[src/rtl/uart_pkg.sv]
// Shared types and constants for the UART transmit scheduler.
package uart_pkg;

  typedef enum logic [1:0] {
    StIdle,
    StStart,
    StWaitBusy,
    StWaitDone
  } state_e;

  // Config register addresses
  localparam logic [1:0] CFG_LCR = 2'd0;
  localparam logic [1:0] CFG_DLL = 2'd1;
  localparam logic [1:0] CFG_DLH = 2'd2;

  // Divisor-latch access bit inside LCR
  localparam int unsigned LCR_DLAB = 7;

  // Register reset values
  localparam logic [7:0] LCR_RST = 8'h03;
  localparam logic [7:0] DLL_RST = 8'h02;
  localparam logic [7:0] DLH_RST = 8'h00;

endpackage

[src/rtl/uart_tx_sched_if.sv]
// Bundle of config, requester and UART-side signals for uart_tx_sched.
interface uart_tx_sched_if;
  logic       cfg_we;
  logic [1:0] cfg_addr;
  logic [7:0] cfg_wdata;
  logic       cfg_err;
  logic [7:0] lcr;
  logic [7:0] dll;
  logic [7:0] dlh;
  logic       req0_valid;
  logic       req1_valid;
  logic [7:0] req0_data;
  logic [7:0] req1_data;
  logic       req0_ready;
  logic       req1_ready;
  logic [7:0] tx_data;
  logic       tx_start;
  logic       tx_busy;
  logic       ideal;
  logic       tx_err;

  // Environment side: requesters, config master and the UART itself
  modport master (
    output cfg_we, cfg_addr, cfg_wdata, req0_valid, req1_valid, req0_data, req1_data, tx_busy,
    input  cfg_err, lcr, dll, dlh, req0_ready, req1_ready, tx_data, tx_start, ideal, tx_err
  );

  // Scheduler side
  modport slave (
    input  cfg_we, cfg_addr, cfg_wdata, req0_valid, req1_valid, req0_data, req1_data, tx_busy,
    output cfg_err, lcr, dll, dlh, req0_ready, req1_ready, tx_data, tx_start, ideal, tx_err
  );
endinterface

[src/rtl/rr_arb2.sv]
// Two-way round-robin arbiter: a lone request wins, a tie goes to the one not granted last.
module rr_arb2 (
  input  logic [1:0] req,
  input  logic       last_grant,
  output logic [1:0] grant
);

  // One-hot grant; last_grant is the index of the previous winner
  always_comb begin
    grant = req;
    if (req == 2'b11) begin
      grant = last_grant ? 2'b01 : 2'b10;
    end
  end

endmodule

[src/rtl/uart_tx_sched.sv]
// Schedules bytes from two requesters onto a UART transmitter and owns its config registers.
module uart_tx_sched
  import uart_pkg::*;
#(
  parameter int unsigned TIMEOUT_CYCLES = 4096
) (
  input logic            clk,
  input logic            rst_n,
  uart_tx_sched_if.slave bus
);

  localparam logic [15:0] CntLast = 16'(TIMEOUT_CYCLES - 1);

  state_e      state_q;
  logic [15:0] cnt_q;
  logic        last_grant_q;
  logic [7:0]  tx_data_q;
  logic        tx_start_q;
  logic        tx_err_q;
  logic        cfg_err_q;
  logic [7:0]  lcr_q;
  logic [7:0]  dll_q;
  logic [7:0]  dlh_q;

  logic        in_idle;
  logic        grant_ok;
  logic        cfg_ok;
  logic [1:0]  grant;

  rr_arb2 u_arb (
    .req       ({bus.req1_valid, bus.req0_valid}),
    .last_grant(last_grant_q),
    .grant     (grant)
  );

  assign in_idle = (state_q == StIdle);
  // A config write in IDLE pre-empts any grant in the same cycle
  assign grant_ok = in_idle && !bus.cfg_we && !lcr_q[LCR_DLAB] && ({dlh_q, dll_q} != 16'h0000);

  assign bus.req0_ready = grant_ok && grant[0];
  assign bus.req1_ready = grant_ok && grant[1];
  assign bus.ideal      = in_idle;
  assign bus.tx_data    = tx_data_q;
  assign bus.tx_start   = tx_start_q;
  assign bus.tx_err     = tx_err_q;
  assign bus.cfg_err    = cfg_err_q;
  assign bus.lcr        = lcr_q;
  assign bus.dll        = dll_q;
  assign bus.dlh        = dlh_q;

  // Decide whether the current config write may land
  always_comb begin
    cfg_ok = 1'b0;
    if (in_idle) begin
      unique case (bus.cfg_addr)
        CFG_LCR:          cfg_ok = 1'b1;
        CFG_DLL, CFG_DLH: cfg_ok = lcr_q[LCR_DLAB];
        default:          cfg_ok = 1'b0;
      endcase
    end
  end

  // Config registers and the rejected-write pulse
  always_ff @(posedge clk or negedge rst_n) begin
    if (!rst_n) begin
      lcr_q     <= LCR_RST;
      dll_q     <= DLL_RST;
      dlh_q     <= DLH_RST;
      cfg_err_q <= 1'b0;
    end else begin
      cfg_err_q <= bus.cfg_we && !cfg_ok;
      if (bus.cfg_we && cfg_ok) begin
        unique case (bus.cfg_addr)
          CFG_LCR: lcr_q <= bus.cfg_wdata;
          CFG_DLL: dll_q <= bus.cfg_wdata;
          CFG_DLH: dlh_q <= bus.cfg_wdata;
          default: ;
        endcase
      end
    end
  end

  // Transfer FSM with registered start/error pulses and per-edge timeout counter
  always_ff @(posedge clk or negedge rst_n) begin
    if (!rst_n) begin
      state_q      <= StIdle;
      cnt_q        <= 16'h0000;
      last_grant_q <= 1'b1;
      tx_data_q    <= 8'h00;
      tx_start_q   <= 1'b0;
      tx_err_q     <= 1'b0;
    end else begin
      tx_start_q <= 1'b0;
      tx_err_q   <= 1'b0;
      unique case (state_q)
        StIdle: begin
          if (grant_ok && (grant != 2'b00)) begin
            last_grant_q <= grant[1];
            tx_data_q    <= grant[1] ? bus.req1_data : bus.req0_data;
            tx_start_q   <= 1'b1;
            state_q      <= StStart;
          end
        end
        StStart: begin
          cnt_q   <= 16'h0000;
          state_q <= StWaitBusy;
        end
        StWaitBusy: begin
          if (bus.tx_busy) begin
            cnt_q   <= 16'h0000;
            state_q <= StWaitDone;
          end else if (cnt_q == CntLast) begin
            tx_err_q <= 1'b1;
            state_q  <= StIdle;
          end else begin
            cnt_q <= cnt_q + 16'd1;
          end
        end
        StWaitDone: begin
          if (!bus.tx_busy) begin
            state_q <= StIdle;
          end else if (cnt_q == CntLast) begin
            tx_err_q <= 1'b1;
            state_q  <= StIdle;
          end else begin
            cnt_q <= cnt_q + 16'd1;
          end
        end
        default: state_q <= StIdle;
      endcase
    end
  end

endmodule

[src/flat_wrapper.sv]
// flat-port wrapper written by rule: the top's interface ports become plain ports
module uart_tx_sched_flat import uart_pkg::*;
#(
  parameter int unsigned TIMEOUT_CYCLES = 4096
)
  (clk, rst_n, bus_cfg_we, bus_cfg_addr, bus_cfg_wdata, bus_req0_valid, bus_req1_valid, bus_req0_data, bus_req1_data, bus_tx_busy, bus_cfg_err, bus_lcr, bus_dll, bus_dlh, bus_req0_ready, bus_req1_ready, bus_tx_data, bus_tx_start, bus_ideal, bus_tx_err);
  uart_tx_sched_if bus_i ();
  input logic clk;
  input logic rst_n;
  input wire logic [$bits(bus_i.cfg_we)-1:0] bus_cfg_we;
  input wire logic [$bits(bus_i.cfg_addr)-1:0] bus_cfg_addr;
  input wire logic [$bits(bus_i.cfg_wdata)-1:0] bus_cfg_wdata;
  input wire logic [$bits(bus_i.req0_valid)-1:0] bus_req0_valid;
  input wire logic [$bits(bus_i.req1_valid)-1:0] bus_req1_valid;
  input wire logic [$bits(bus_i.req0_data)-1:0] bus_req0_data;
  input wire logic [$bits(bus_i.req1_data)-1:0] bus_req1_data;
  input wire logic [$bits(bus_i.tx_busy)-1:0] bus_tx_busy;
  output wire logic [$bits(bus_i.cfg_err)-1:0] bus_cfg_err;
  output wire logic [$bits(bus_i.lcr)-1:0] bus_lcr;
  output wire logic [$bits(bus_i.dll)-1:0] bus_dll;
  output wire logic [$bits(bus_i.dlh)-1:0] bus_dlh;
  output wire logic [$bits(bus_i.req0_ready)-1:0] bus_req0_ready;
  output wire logic [$bits(bus_i.req1_ready)-1:0] bus_req1_ready;
  output wire logic [$bits(bus_i.tx_data)-1:0] bus_tx_data;
  output wire logic [$bits(bus_i.tx_start)-1:0] bus_tx_start;
  output wire logic [$bits(bus_i.ideal)-1:0] bus_ideal;
  output wire logic [$bits(bus_i.tx_err)-1:0] bus_tx_err;
  assign bus_i.cfg_we = bus_cfg_we;
  assign bus_i.cfg_addr = bus_cfg_addr;
  assign bus_i.cfg_wdata = bus_cfg_wdata;
  assign bus_i.req0_valid = bus_req0_valid;
  assign bus_i.req1_valid = bus_req1_valid;
  assign bus_i.req0_data = bus_req0_data;
  assign bus_i.req1_data = bus_req1_data;
  assign bus_i.tx_busy = bus_tx_busy;
  assign bus_cfg_err = bus_i.cfg_err;
  assign bus_lcr = bus_i.lcr;
  assign bus_dll = bus_i.dll;
  assign bus_dlh = bus_i.dlh;
  assign bus_req0_ready = bus_i.req0_ready;
  assign bus_req1_ready = bus_i.req1_ready;
  assign bus_tx_data = bus_i.tx_data;
  assign bus_tx_start = bus_i.tx_start;
  assign bus_ideal = bus_i.ideal;
  assign bus_tx_err = bus_i.tx_err;
  uart_tx_sched #(.TIMEOUT_CYCLES(TIMEOUT_CYCLES)) u_core (.clk(clk), .rst_n(rst_n), .bus(bus_i));
endmodule
[config.mk]
export PLATFORM = sky130hd
export DESIGN_NAME = uart_tx_sched_flat
export DESIGN_NICKNAME = d
export VERILOG_FILES = /design/src/rtl/uart_pkg.sv /design/src/rtl/uart_tx_sched_if.sv /design/src/rtl/rr_arb2.sv /design/src/rtl/uart_tx_sched.sv /design/src/flat_wrapper.sv
export SDC_FILE = /design/constraint.sdc
export NUM_CORES = 1
export LEC_CHECK = 0
export ABC_AREA = 1
export CAP_MARGIN = 5
export CORE_MARGIN = 2
export CORE_UTILIZATION = 50
export DETAILED_ROUTE_END_ITERATION = 12
export GPL_TIMING_DRIVEN = 0
export HOLD_SLACK_MARGIN = 0.1
export PLACE_DENSITY = 0.82
export SLEW_MARGIN = 0
export SYNTH_ARGS = -nofsm -noshare
export SYNTH_HDL_FRONTEND = slang
export SYNTH_SLANG_ARGS = --single-unit
[constraint.sdc]
create_clock -name clk -period 3.65 [get_ports clk]
set_input_delay 0.73 -clock clk [delete_from_list [all_inputs] [get_ports clk]]
set_output_delay 0.73 -clock clk [all_outputs]
set_load 0.005 [all_outputs]
-- Yosys cells after proc, flatten, opt, wreduce, memory -nomap -nowiden
Index checks and enable logic that the tools add are counted.
- logic and storage cells: 62
- register bits: 54
- input port bits: 32
- reduce and logical (&&, ||, !) cells: 22
- multiplexer cells: 20
- add/sub/neg operators: 1
- equality and inequality tests: 9
- operators with widths (kind ; count):
    16-bit two-way mux ; 3
    16-bit one-hot mux with 3 select lines ; 1
    16-bit by 1-bit adder with 16-bit output, second input constant ; 1
    16-bit by 12-bit equality test with 1-bit output, second input constant ; 1
    16-bit nonzero test ; 1
    2-bit two-way mux ; 6
    2-bit AND reduction ; 5
    2-bit equality test, second input constant ; 4
    1-bit logical AND ; 8
    8-bit two-way mux ; 1
    2-bit one-hot mux with 4 select lines ; 1
    1-bit two-way mux ; 6
    2-bit by 1-bit equality test with 1-bit output, second input constant ; 2
    2-bit logical NOT ; 2
    2-bit != test, second input constant ; 2
    1-bit one-hot mux with 2 select lines ; 2
    1-bit logical NOT ; 3
    3-bit nonzero test ; 1
    2-bit nonzero test ; 1
    2-bit OR reduction ; 1

-- Logic depth before layout (Yosys ltp)
- word-level depth: 7
- mapped depth: 9
- mapped depth without buffers: 9

-- Modules after synthesis
A second synthesis with hierarchy kept.
- cell total of the unflattened synthesis: 329
- area, all modules: 2702.6 sq um
- by module, submodules not included (module ; area each (sq um) ; sequential area each (sq um) ; times used ; cells an instance):
    uart_tx_sched ; 2681.3 ; 1356.3 ; 1 ; 324
    rr_arb2 ; 21.3 ; 0.0 ; 1 ; 5

-- Worst setup path before layout
No wires, ideal clock.
- path type: input-to-output
- from: input port bus_cfg_we
- to: output port bus_req1_ready
- data arrival time: 1319 ps
- slack: 1601 ps
- stages on the path: 4
- buffers on the path: 1
- cell sequence: nor3_2 -> o211ai_1 -> clkbuf_1 -> nor2_1
- cells in the longest elaborated chain, start to end: 5
- RTL lines (element ; RTL line ; text):
    start, declared ; flat_wrapper.sv:10 ; input wire logic [$bits(bus_i.cfg_we)-1:0] bus_cfg_we;
    1-bit logical NOT ; uart_tx_sched.sv:38 ; assign grant_ok = in_idle && !bus.cfg_we && !lcr_q[LCR_DLAB] && ({dlh_q, dll_q} != 16'h0000);
    1-bit logical AND (3 in series) ; uart_tx_sched.sv:38 ;
    1-bit logical AND ; uart_tx_sched.sv:41 ; assign bus.req1_ready = grant_ok && grant[1];
    end, declared ; flat_wrapper.sv:23 ; output wire logic [$bits(bus_i.req1_ready)-1:0] bus_req1_ready;
No other way between the ends.

-- Worst setup path in the final report
Ends and elaborated chain as after synthesis.

==> metrics.md <==
| Metric | Value |
|---|---|
| Vias in the first global route | `2438` |
| Overall die area | `0.00605 mm²` |
| Slowest stage delay, CP | `530 ps` |
| Remaining max-slew budget at the tightest pin | `65.7%` |
| Global router's overall resource usage | `23.1%` |
| Synthesized instance count | `321` |
| Type of the tightest min-delay check | `input pin to asynchronous set/reset pin` |
| Setup bufs post-CTS | `0` |
| Clock buffer depth | `2` |
| Endpoints failing hold | `0` |
| Mean Syn Cell Area | `8.47 µm²` |
| First-pass DRT Iterations | `4` |
| Die Y-Extent | `77.8 µm` |
| Library cell contributing the largest single delay on the critical path | `sky130_fd_sc_hd__clkdlybuf4s50_1` |
| Final global-route overflow total | `0` |
| I/O pin count | `70` |
| Vias per Instance | `5.15` |
| Number of failing setup endpoints in the final timing report | `0` |
| Tcrit/Tclk final | `92.3%` |
| Detailed router's first-iteration violation count | `102` |
| Dominant cell type by count on the critical path | `sky130_fd_sc_hd__clkdlybuf4s50_1` |
| First-pass GRT wire length | `11.1 mm` |
| Maximum frequency from static timing analysis | `297 MHz` |
| Worst setup timing slack at the placement stage | `271 ps` |
| Clock insertion delay at the later pin of the skew report | `310 ps` |
| Most frequent cells in the layout | `79 x sky130_fd_sc_hd__nand2_1, 68 x sky130_fd_sc_hd__clkdlybuf4s50_1, 50 x sky130_fd_sc_hd__dfrtp_1` |
| Ys async rst share | `100%` |
| Pin count of the biggest net entering global routing | `42` |
| Critical path class | `input pin to output port` |
| Number of clock buffers inserted by TritonCTS | `5` |
| Number of synthesized register bits | `54` |
| Peak supply drop | `0.399 mV` |
| Clk pin slew, worst setup/hold paths | `100 ps` |
| Sum of negative setup slack | `0 ps` |
| Buffers and inverters on the worst path | `3` |
| Number of enable-type register cells in the synthesized netlist | `0` |
| Crit path arrival time | `2640 ps` |
| Synthesized area | `0.00272 mm²` |
| Post-Route WL | `6.53 mm` |
| Number of design rule violations left after detail routing | `0` |
| Clock skew | `10.8 ps` |
| CTS tree | `yes` |
| Number of nets with antenna violations after detailed routing | `0` |
| Initial core utilization | `52.6%` |
| Final number of max-transition violations | `0` |
| Area grow syn2layout | `33.3%` |
| Initial antenna violation count | `0` |
| Endpoint class of the critical path | `output port` |
| LEAKAGE | `1.66 nW` |
| Power Density | `587 mW/mm²` |
| Required @ worst endpoint | `2920 ps` |
| Minimum setup slack in the final design | `282 ps` |
| Largest fanout of any net on the critical path | `10` |
| Number of cell rows | `26` |
| Most used flip-flop cell after synthesis | `sky130_fd_sc_hd__dfrtp_1` |
| Actual slew at the worst max-slew pin | `513 ps` |
| Hold-fix buffer count after cts | `0` |
| Post-route minimum period | `3370 ps` |
| Largest delay contributor family on the critical path | `buffers and inverters` |
| Fraction of layout instances using a drive strength above 1 | `10.3%` |
| Core area | `0.00517 mm²` |
| Final nets | `435` |
| Cells resized by post-CTS repair | `0` |
| RSZ-0062 raised after global routing | `no` |
| Quantity of I/O buffers inserted on ports | `69` |
| Count of clock tree sinks | `54` |
| Startpoint kind of the worst setup timing path | `input pin` |
| Detailed-route via count | `2417` |
| ANT cells | `0` |
| Die outline width | `77.8 µm` |
| Post-DP HPWL | `4.84 mm` |
| Routability cong. | `0.837` |
| Number of distinct library cells after synthesis | `34` |
| Total number of yosys warnings | `0` |
| Most frequent standard cell in the layout excluding fill and tap cells | `sky130_fd_sc_hd__nand2_1` |
| Routed WL per cell | `13.9 µm` |
| Number of nets produced by synthesis | `358` |
| Portion of the post-synthesis area used by sequential elements | `49.9%` |
| Cell at the root of the clock tree | `sky130_fd_sc_hd__clkbuf_8` |
| Outcome | `completed` |
| Max_cap viols | `0` |
| Ordered list of cells on the worst path | `clkdlybuf4s50_1 > nor3_2 > o211ai_1 > clkbuf_1 > nor2_1 > clkdlybuf4s50_1` |
| Count of H-tree levels built during CTS | `2` |
-- power breakdown --
| part | leakage (nW) | switching, mW | internal [mW] | total, mW |
|---|---|---|---|---|
| Sequential | 0.708 | 0.122 | 0.769 | 0.890 |
| Clock | 0.0585 | 0.199 | 0.206 | 0.404 |
| Combinational | 0.889 | 0.405 | 0.428 | 0.833 |
-- worst paths after layout --
check / from / to / slack, ps / depth (start not counted)
worst max-delay path: bus_cfg_we / bus_req1_ready / 280 / 6
max in group asynchronous: rst_n / u_core.bus.lcr[0]$_DFFE_PN1P_ / 2750 / 2
worst min register to register: u_core.bus.lcr[0]$_DFFE_PN1P_ / u_core.bus.lcr[0]$_DFFE_PN1P_ / 490 / 2
worst min-delay path: rst_n / u_core.cnt_q[10]$_DFFE_PN0P_ / 320 / 1
min in group clk: u_core.bus.lcr[0]$_DFFE_PN1P_ / u_core.bus.lcr[0]$_DFFE_PN1P_ / 490 / 2
worst max register to register: u_core.bus.dll[3]$_DFFE_PN0P_ / u_core.bus.tx_data[2]$_DFFE_PN0P_ / 2010 / 7
-- worst register-to-register path, delay by kind of cell (launching register included) --
family          cells  cell delay [ps]
compound gates      2              330
simple gates        4              380
buf+inv             1              370
flops               1              420
-- cell usage after synthesis (3+ instances only) --
master	instances	area share, %
sky130_fd_sc_hd__inv_1	35	4.8
sky130_fd_sc_hd__mux2i_1	8	2.9
sky130_fd_sc_hd__nor2_1	38	5.2
sky130_fd_sc_hd__nand3_1	9	1.7
sky130_fd_sc_hd__buf_6	4	1.7
sky130_fd_sc_hd__nand3b_1	4	1.1
sky130_fd_sc_hd__inv_2	3	0.41
sky130_fd_sc_hd__dfrtp_1	50	46
sky130_fd_sc_hd__o21ai_1	23	4.2
sky130_fd_sc_hd__nand2_1	79	11
sky130_fd_sc_hd__nand3_2	3	1.1
sky130_fd_sc_hd__o21ai_0	18	3.3
sky130_fd_sc_hd__a21oi_1	9	1.7
sky130_fd_sc_hd__ha_1	5	2.3
sky130_fd_sc_hd__nor3_1	4	0.74
sky130_fd_sc_hd__dfstp_2	4	3.9
-- stage by stage --
stage | utilization, % | cells | power (mW) | instance area, µm² | hold slack, ps
floorplan | - | 321 | 1.28 | 2720 | 434
global placement | 67.6 | 460 | 1.69 | 3500 | 462
detailed placement | 67.9 | 461 | 1.72 | 3510 | 475
CTS | 70.1 | 469 | 2.13 | 3630 | 322
global route | 70.1 | 469 | 2.27 | 3630 | 329
finish | 70.1 | 469 | 2.13 | 3630 | 317
-- area by class of cell --
type | count | area [µm²]
Sequential cell | 54 | 1360
Buffer | 8 | 68.8
Clock buffer | 5 | 68.8
Clock inverter | 3 | 43.8
Inverter | 38 | 143
Tap cell | 70 | 87.6
Fill cell | 404 | 1550
Multi-Input combinational cell | 221 | 1150
Timing Repair Buffer | 70 | 706
-- kinds of logic after synthesis --
kind of cell / synth area share [%]
AND/OR/NAND/NOR: 25.6
AO/OA/AOI/OAI: 11.2
flip-flops: 49.9
buffers and inverters: 7.77
multiplexers: 2.94
adder cells (fa/ha/maj): 2.30
XOR/XNOR: 0.322
-- state kept, by name, indices dropped and copies added (netlist names) --
name                 cells
u_core.bus.cfg_err       1
u_core.bus.dlh           8
u_core.last_grant_q      1
u_core.bus.tx_data       8
u_core.bus.tx_err        1
u_core.state_q           2
u_core.bus.lcr           8
u_core.bus.tx_start      1
u_core.cnt_q            16
u_core.bus.dll           8
-- metal layers --
layer | vias to the layer above | global-route usage (%) | wire length, µm
met3 | 9 | 4.77 | 332
met4 | 0 | 5.36 | 78
met2 | 69 | 40.5 | 3350
met1 | 1159 | 29.3 | 2760
met5 | - | 0 | 0
li1 | 1180 | - | -
Note: power is estimated with default switching activity, not from simulation.
